File: src/rtl/incline_avg_if.sv
// Sample/result bundle between the inertial interface and the incline filter.
interface incline_avg_if #(
    parameter int SAT_W = 10
);
    logic                    clr;
    logic                    vld;
    logic signed [12:0]      incline;
    logic signed [SAT_W-1:0] incline_avg;
    logic                    avg_vld;
    logic                    filled;

    modport master (
        output clr, vld, incline,
        input  incline_avg, avg_vld, filled
    );

    modport slave (
        input  clr, vld, incline,
        output incline_avg, avg_vld, filled
    );
endinterface

File: src/rtl/incline_avg.sv
// Running-sum moving average of the incline stream over 2**LOG2_DEPTH samples,
// saturated to a SAT_W-bit signed result. Output is withheld until the window
// has been filled once after reset or clear.
module incline_avg #(
    parameter int LOG2_DEPTH = 3,
    parameter int SAT_W      = 10
) (
    input  logic          clk,
    input  logic          rst_n,
    incline_avg_if.slave  bus
);
    localparam int DEPTH = 1 << LOG2_DEPTH;
    localparam int SUM_W = 13 + LOG2_DEPTH;

    localparam logic       FILL = 1'b0;
    localparam logic       RUN  = 1'b1;

    localparam logic signed [SUM_W-1:0] SAT_MAX = SUM_W'((2 ** (SAT_W - 1)) - 1);
    localparam logic signed [SUM_W-1:0] SAT_MIN = ~SAT_MAX;

    logic signed [12:0]       buf_mem [DEPTH];
    logic [LOG2_DEPTH-1:0]    wr_ptr;
    logic [LOG2_DEPTH-1:0]    cnt;
    logic                     state;
    logic signed [SUM_W-1:0]  sum;
    logic signed [SUM_W-1:0]  sum_next;
    logic signed [SUM_W-1:0]  avg;
    logic signed [SAT_W-1:0]  sat_val;
    logic                     emit_pending;
    logic                     accept;
    logic signed [SAT_W-1:0]  incline_avg_reg;
    logic                     avg_vld_reg;
    logic                     filled_reg;

    // A clear in the same cycle discards the sample.
    assign accept = bus.vld & ~bus.clr;

    assign bus.incline_avg = incline_avg_reg;
    assign bus.avg_vld     = avg_vld_reg;
    assign bus.filled      = filled_reg;

    // New sum: add the incoming sample, drop the one it overwrites (zero while filling).
    always_comb begin
        sum_next = sum + SUM_W'(bus.incline) - SUM_W'(buf_mem[wr_ptr]);
    end

    // Average of the registered sum, clamped into the output range.
    always_comb begin
        avg = sum >>> LOG2_DEPTH;
        if (avg > SAT_MAX) begin
            sat_val = SAT_MAX[SAT_W-1:0];
        end else if (avg < SAT_MIN) begin
            sat_val = SAT_MIN[SAT_W-1:0];
        end else begin
            sat_val = avg[SAT_W-1:0];
        end
    end

    // Circular sample history; cleared entries read back as zero.
    always_ff @(posedge clk or negedge rst_n) begin
        if (!rst_n) begin
            for (int i = 0; i < DEPTH; i++) begin
                buf_mem[i] <= '0;
            end
        end else if (bus.clr) begin
            for (int i = 0; i < DEPTH; i++) begin
                buf_mem[i] <= '0;
            end
        end else if (accept) begin
            buf_mem[wr_ptr] <= bus.incline;
        end
    end

    // Sum/pointer/FILL-RUN control; the output registers one cycle after the sum.
    always_ff @(posedge clk or negedge rst_n) begin
        if (!rst_n) begin
            sum             <= '0;
            wr_ptr          <= '0;
            cnt             <= '0;
            state           <= FILL;
            filled_reg      <= 1'b0;
            emit_pending    <= 1'b0;
            avg_vld_reg     <= 1'b0;
            incline_avg_reg <= '0;
        end else if (bus.clr) begin
            sum          <= '0;
            wr_ptr       <= '0;
            cnt          <= '0;
            state        <= FILL;
            filled_reg   <= 1'b0;
            emit_pending <= 1'b0;
            avg_vld_reg  <= 1'b0;
        end else begin
            avg_vld_reg  <= emit_pending;
            if (emit_pending) begin
                incline_avg_reg <= sat_val;
            end
            emit_pending <= 1'b0;
            if (accept) begin
                sum    <= sum_next;
                wr_ptr <= wr_ptr + 1'b1;
                if (state == FILL) begin
                    cnt <= cnt + 1'b1;
                    if (cnt == LOG2_DEPTH'(DEPTH - 1)) begin
                        state        <= RUN;
                        filled_reg   <= 1'b1;
                        emit_pending <= 1'b1;
                    end
                end else begin
                    emit_pending <= 1'b1;
                end
            end
        end
    end
endmodule

File: src/flat_wrapper.sv
// flat-port wrapper written by rule: the top's interface ports become plain ports
module incline_avg_flat 
#(
    parameter int LOG2_DEPTH = 3,
    parameter int SAT_W      = 10
)
  (clk, rst_n, bus_clr, bus_vld, bus_incline, bus_incline_avg, bus_avg_vld, bus_filled);
  incline_avg_if #(.SAT_W(SAT_W)) bus_i ();
  input  logic clk;
  input  logic rst_n;
  input wire logic [$bits(bus_i.clr)-1:0] bus_clr;
  input wire logic [$bits(bus_i.vld)-1:0] bus_vld;
  input wire logic [$bits(bus_i.incline)-1:0] bus_incline;
  output wire logic [$bits(bus_i.incline_avg)-1:0] bus_incline_avg;
  output wire logic [$bits(bus_i.avg_vld)-1:0] bus_avg_vld;
  output wire logic [$bits(bus_i.filled)-1:0] bus_filled;
  assign bus_i.clr = bus_clr;
  assign bus_i.vld = bus_vld;
  assign bus_i.incline = bus_incline;
  assign bus_incline_avg = bus_i.incline_avg;
  assign bus_avg_vld = bus_i.avg_vld;
  assign bus_filled = bus_i.filled;
  incline_avg #(.LOG2_DEPTH(LOG2_DEPTH), .SAT_W(SAT_W)) u_core (.clk(clk), .rst_n(rst_n), .bus(bus_i));
endmodule
File: config.mk
export PLATFORM = sky130hd
export DESIGN_NAME = incline_avg_flat
export DESIGN_NICKNAME = d
export VERILOG_FILES = /design/src/rtl/incline_avg_if.sv /design/src/rtl/incline_avg.sv /design/src/flat_wrapper.sv
export SDC_FILE = /design/constraint.sdc
export NUM_CORES = 1
export LEC_CHECK = 0
export CORE_MARGIN = 5
export CORE_UTILIZATION = 40
export DETAILED_ROUTE_END_ITERATION = 8
export HOLD_SLACK_MARGIN = 0.08
export SKIP_LAST_GASP = 1
export SYNTH_ARGS = -nofsm -noshare
export SYNTH_HDL_FRONTEND = slang
export SYNTH_SLANG_ARGS = --single-unit
File: constraint.sdc
create_clock -name clk -period 5.34 [get_ports clk]
set_input_delay 1.068 -clock clk [delete_from_list [all_inputs] [get_ports clk]]
set_output_delay 1.068 -clock clk [all_outputs]
set_load 0.05 [all_outputs]
Word-level counts from Yosys, hierarchy flattened
Cells that the tools add are included.
Operators by class
  magnitude comparators: 4
  eq/ne operators: 2
  bitwise gates (word level): 3
  reductions and logical operators: 6
  add/subtract/negate cells: 4
  muxes and demuxes: 28
Operators with widths (number)
  two-way mux 104 bit: 2
  bitwise mux 104 bit: 1
  binary-select mux 13 bit (select 3 bit): 1
  demux 13 bit (select 3 bit): 1
  two-way mux 13 bit: 3
  two-way mux 16 bit: 2
  two-way mux 10 bit: 2
  adder 16 x 13 -> 16 bit: 1
  subtractor 16 x 13 -> 16 bit: 1
  two-way mux 3 bit: 5
  greater-than comparator 13 x 10 -> 1 bit, second input constant: 1
  < comparator 13 x 10 -> 1 bit, second input constant: 1
  two-way mux 1 bit: 11
  adder 3 x 1 -> 3 bit, second input constant: 2
  greater-or-equal comparator 4 bit, second input constant: 1
  < comparator 4 x 1 -> 1 bit, second input constant: 1
  inverter 3 -> 4 bit: 1
  AND reduction 2 bit: 2
  nonzero test 2 bit: 2
  == test 3 bit, second input constant: 1
  AND reduction 3 bit: 1
  inequality test 2 bit, second input constant: 1
  bitwise AND 1 bit: 1
  logical AND 1 bit: 1
  inverter 1 bit: 1
Word-level totals
  input port bits: 17
  flip-flop bits (word level): 140
  word-level logic and storage cells: 63

Depth between registers and ports, before layout
  depth after elaboration: 8
  depth in mapped cells: 18
  mapped depth without buffers: 17

Least setup slack after synthesis
Ideal clock, no wire load.
  path type: register -> register
  start: reg u_core.wr_ptr[0]
  end: reg u_core.sum[15]
  arrival: 3864 ps
  clock period less this slack: 3991 ps
  buffers on the path: 2
  stages on the path, launching flop included: 16
  library setup time: 128 ps
  path slack: 1349 ps
  cell sequence: dfrtp_1 buf_2 buf_2 mux2_2 a22o_1 a22oi_1 o21ai_0 fa_1 inv_1 ha_1 a211o_1 a211oi_2 a211oi_1 o41ai_2 mux2i_1 mux2_1
On the way
  word-level cells in the longest chain between the ends: 7
RTL lines
  from (decl): RTL line incline_avg.sv:22  | logic [LOG2_DEPTH-1:0] wr_ptr;
  from (signal assigned): RTL line incline_avg.sv:101  | wr_ptr <= wr_ptr + 1'b1;
  inverter 3 -> 4 bit (not written as such): RTL line incline_avg.sv:44  | sum_next = sum + SUM_W'(bus.incline) - SUM_W'(buf_mem[wr_ptr]);
  binary-select mux 13 bit (select 3 bit): RTL line incline_avg.sv:44
  two-way mux 13 bit (not written as such) (2 in a row): RTL line incline_avg.sv:44
  subtractor 16 x 13 -> 16 bit: RTL line incline_avg.sv:44
  two-way mux 16 bit: RTL line incline_avg.sv:99  | if (accept) begin
  two-way mux 16 bit: RTL line incline_avg.sv:85  | end else if (bus.clr) begin
  to (signal assigned): RTL line incline_avg.sv:100  | sum <= sum_next;
  to (decl): RTL line incline_avg.sv:25  | logic signed [SUM_W-1:0] sum;
Every way passes these cells. The select of a mux whose other input is x is not followed.
A chain may end at the register's enable or synchronous reset.

Final worst setup path
  start: reg u_core.wr_ptr[1]
  end: reg u_core.sum[15]
The elaborated chain is that of the path after synthesis.

==> results.sh <==
export IMPL_status="complete, no violations"
export IMPL_start_kind="flop"
export IMPL_num_nets_final=952
export IMPL_wire_per_inst_um=18.18
export IMPL_core_um2=19330
export IMPL_n_antenna_cell=0
export IMPL_syn_avg_cell_area_um2=8.612
export IMPL_vias=6246
export IMPL_viasPerCell=5.302
export IMPL_finalCriticalPeriod_ns=4.396
export IMPL_grt_pass1_wl_um=34750
export IMPL_r2r_start="u_core.wr_ptr[1]"
export IMPL_slew_violations=0
export IMPL_grt_max_degree=100
export IMPL_yosys_warnings=0
export IMPL_finalClockSkew_ns=0.009856
export IMPL_irDropWorstVdd_mv=0.2585
export IMPL_first_pass_iters=6
export IMPL_crit_type="flop to flop"
export IMPL_setup_viol=0
export IMPL_cts_root_buf="clkbuf_16"
export IMPL_maxCapViolCount=0
export IMPL_synth_fp_nets=958
export IMPL_cts_sink_count=140
export IMPL_ys_types=50
export IMPL_holdCritStartpoint="u_core.bus.incline_avg[4]"
export IMPL_io_pin_count=29
export IMPL_grt_pass1_vias=6145
export IMPL_ys_ff_latch=140
export IMPL_leakage_nw=3.937
export IMPL_final_hold_viol_count=0
export IMPL_worst_pin_slew_ns=0.9722
export IMPL_syn_cell_area_um2=7802
export IMPL_drtAntennaViolNets=0
export IMPL_synthCells=906
export IMPL_finalPower_mw=3.572
export IMPL_ys_flop_type="dfrtp_1"
export IMPL_cts_tree="done"
export IMPL_finalNonFillerCells=1178
export IMPL_fin_crit_sh_pct=82.32
export IMPL_drc=0
export IMPL_gp_congestion=0.8464
export IMPL_clk_path_buf_depth=2
export IMPL_worstPathRequired_ns=5.65
export IMPL_critPathCaptureType="flop"
export IMPL_cts_max_level=4
export IMPL_synth_seq_area_share_pct=44.90
export IMPL_drt_wl_total_um=21420
export IMPL_antenna_found_initial=0
export IMPL_cts_resized=0
export IMPL_crit_arrival_ns=4.70
export IMPL_initial_utilization_pct=40.35
export IMPL_path_max_fanout=22
export IMPL_dp_cells=1146
export IMPL_drtIter0Drc=492
export IMPL_rsz0062_at_grt="no"
export IMPL_overflow=0
export IMPL_finalSetupTns_ns=0
export IMPL_die_h_um=149.7
export IMPL_synth_edff_count=0
export IMPL_clk_pin_slew_ns=0.06
export IMPL_largest_reg_flops=104
export IMPL_grtUsageTotal_pct=20.14
export IMPL_max_freq_mhz=227.5
export IMPL_die_w_um=149.7
export IMPL_clk_insertion_delay_late_ns=0.43
export IMPL_rows=51
export IMPL_syn_to_final_growth_pct=14.29
export IMPL_cts_hold_buf=0
export IMPL_numCtsBuffers=17
export IMPL_drive_above_1_share_pct=9.419
export IMPL_die_area_um2=22400
export IMPL_post_cts_buffers=0
export IMPL_io_buffers=28
export IMPL_power_density_nw_per_um2=400.6
export IMPL_dpl_hpwl_um=13290
export IMPL_crit_start="u_core.wr_ptr[1]"
export IMPL_max_slew_margin_pct=35.18
export IMPL_async_flop_share_pct=100.0
export IMPL_min_path_type="flop to flop"
export IMPL_fill_cells=1891
## worst paths after layout
check	slack, ns	to	cells after the start
max	0.94	u_core.sum[15]	12
min	0.46	u_core.bus.incline_avg[4]	2
max reg2reg	0.94	u_core.sum[15]	12
min reg2reg	0.46	u_core.bus.incline_avg[4]	2
max in group asynchronous	3.47	u_core.wr_ptr[0]	2
min in group asynchronous	0.76	u_core.bus.incline_avg[0]	1
## synthesized netlist by cell type, drive strengths merged (4+ instances only)
master  number  area share [%]
inv         60             2.9
mux2i       18             2.3
a22oi        5            0.48
nand2b       7            0.56
mux2        18             2.6
nor2b        7            0.56
nor2        34             1.6
nand3       12            0.77
a31oi        4            0.32
a21o         6            0.58
and3         6            0.48
o21ai       25             1.6
a21oi      130             8.3
clkbuf      59             2.8
fa          15             3.8
nand2      258              12
nor3         7            0.45
a211oi       7            0.74
mux4        10             2.9
xor2         6            0.67
ha          20             3.2
nand4        4            0.32
dfrtp      140              45
buf         11            0.64
## where the power goes
| part | total [mW] | internal, mW | switching (mW) |
|---|---|---|---|
| registers | 1.19 | 1.13 | 0.0604 |
| clock network | 1.26 | 0.757 | 0.500 |
| logic | 1.13 | 0.451 | 0.677 |
| total | 3.57 | 2.34 | 1.24 |
## critical path, stage by stage, from the launching register on
cell      delay [ns]
dfrtp_1         0.88
buf_12          0.27
mux2_2          0.36
a22o_1          0.23
a221o_1         0.35
fa_1            0.49
inv_1           0.04
ha_1            0.42
nand4_1         0.20
a211oi_1        0.38
o41ai_2         0.13
mux2i_1         0.17
mux2_1          0.33
## layout by cell type, fill, tap and decap left out, types with 18 or more instances in the layout
cell             synthesis  layout
a21oi_1                130     130
o21ai_0                 24      24
dfrtp_1                140     139
inv_1                   60      60
nand2_1                258     258
nor2_1                  34      33
mux2i_1                 18      18
ha_1                    20      20
clkdlybuf4s50_1          0      26
## final cells by class
cell class                 count  area, um2  share of cell area, %
sequential                   140       3505                  39.30
tap                          265      331.6                  3.718
clock buffer                  18      439.2                  4.925
timing repair buffer          45      419.2                  4.700
inverter                      61      229.0                  2.568
clock inverter                14      182.7                  2.049
multi-input combinational    635       3811                  42.74
## through the flow
step                setup WS [ns]  cell area, um2  util, %  hold slack, ns
CTS                        0.9693            8917    46.12          0.4692
global route               0.7579            8917    46.12          0.4926
global placement           0.8690            8295    42.90          0.4487
floorplan                   1.349            7802        -          0.4826
detailed placement         0.8409            8295    42.90          0.4549
finish                     0.9441            8917    46.12          0.4608
## cells by family after synthesis
kind of cell | synth area share [%]
AOI/OAI and AO/OA | 14.71
adders and majority gates | 7.056
buffers and inverters | 6.414
and+or+nand+nor | 18.12
xor gates and xnor gates | 1.010
muxes | 7.793
DFF | 44.90
## layer usage
layer  part of all wire (%)  wire length (um)  track usage (%)  vias up
li1                       -                 -                -     2991
met2                     45              9715            31.00      192
met4                    1.5               324            4.941        0
met3                    7.0              1493            4.755       25
met5                      0                 0                0        -
met1                     46              9888            28.91     3038
(Power assumes the default switching activity.)
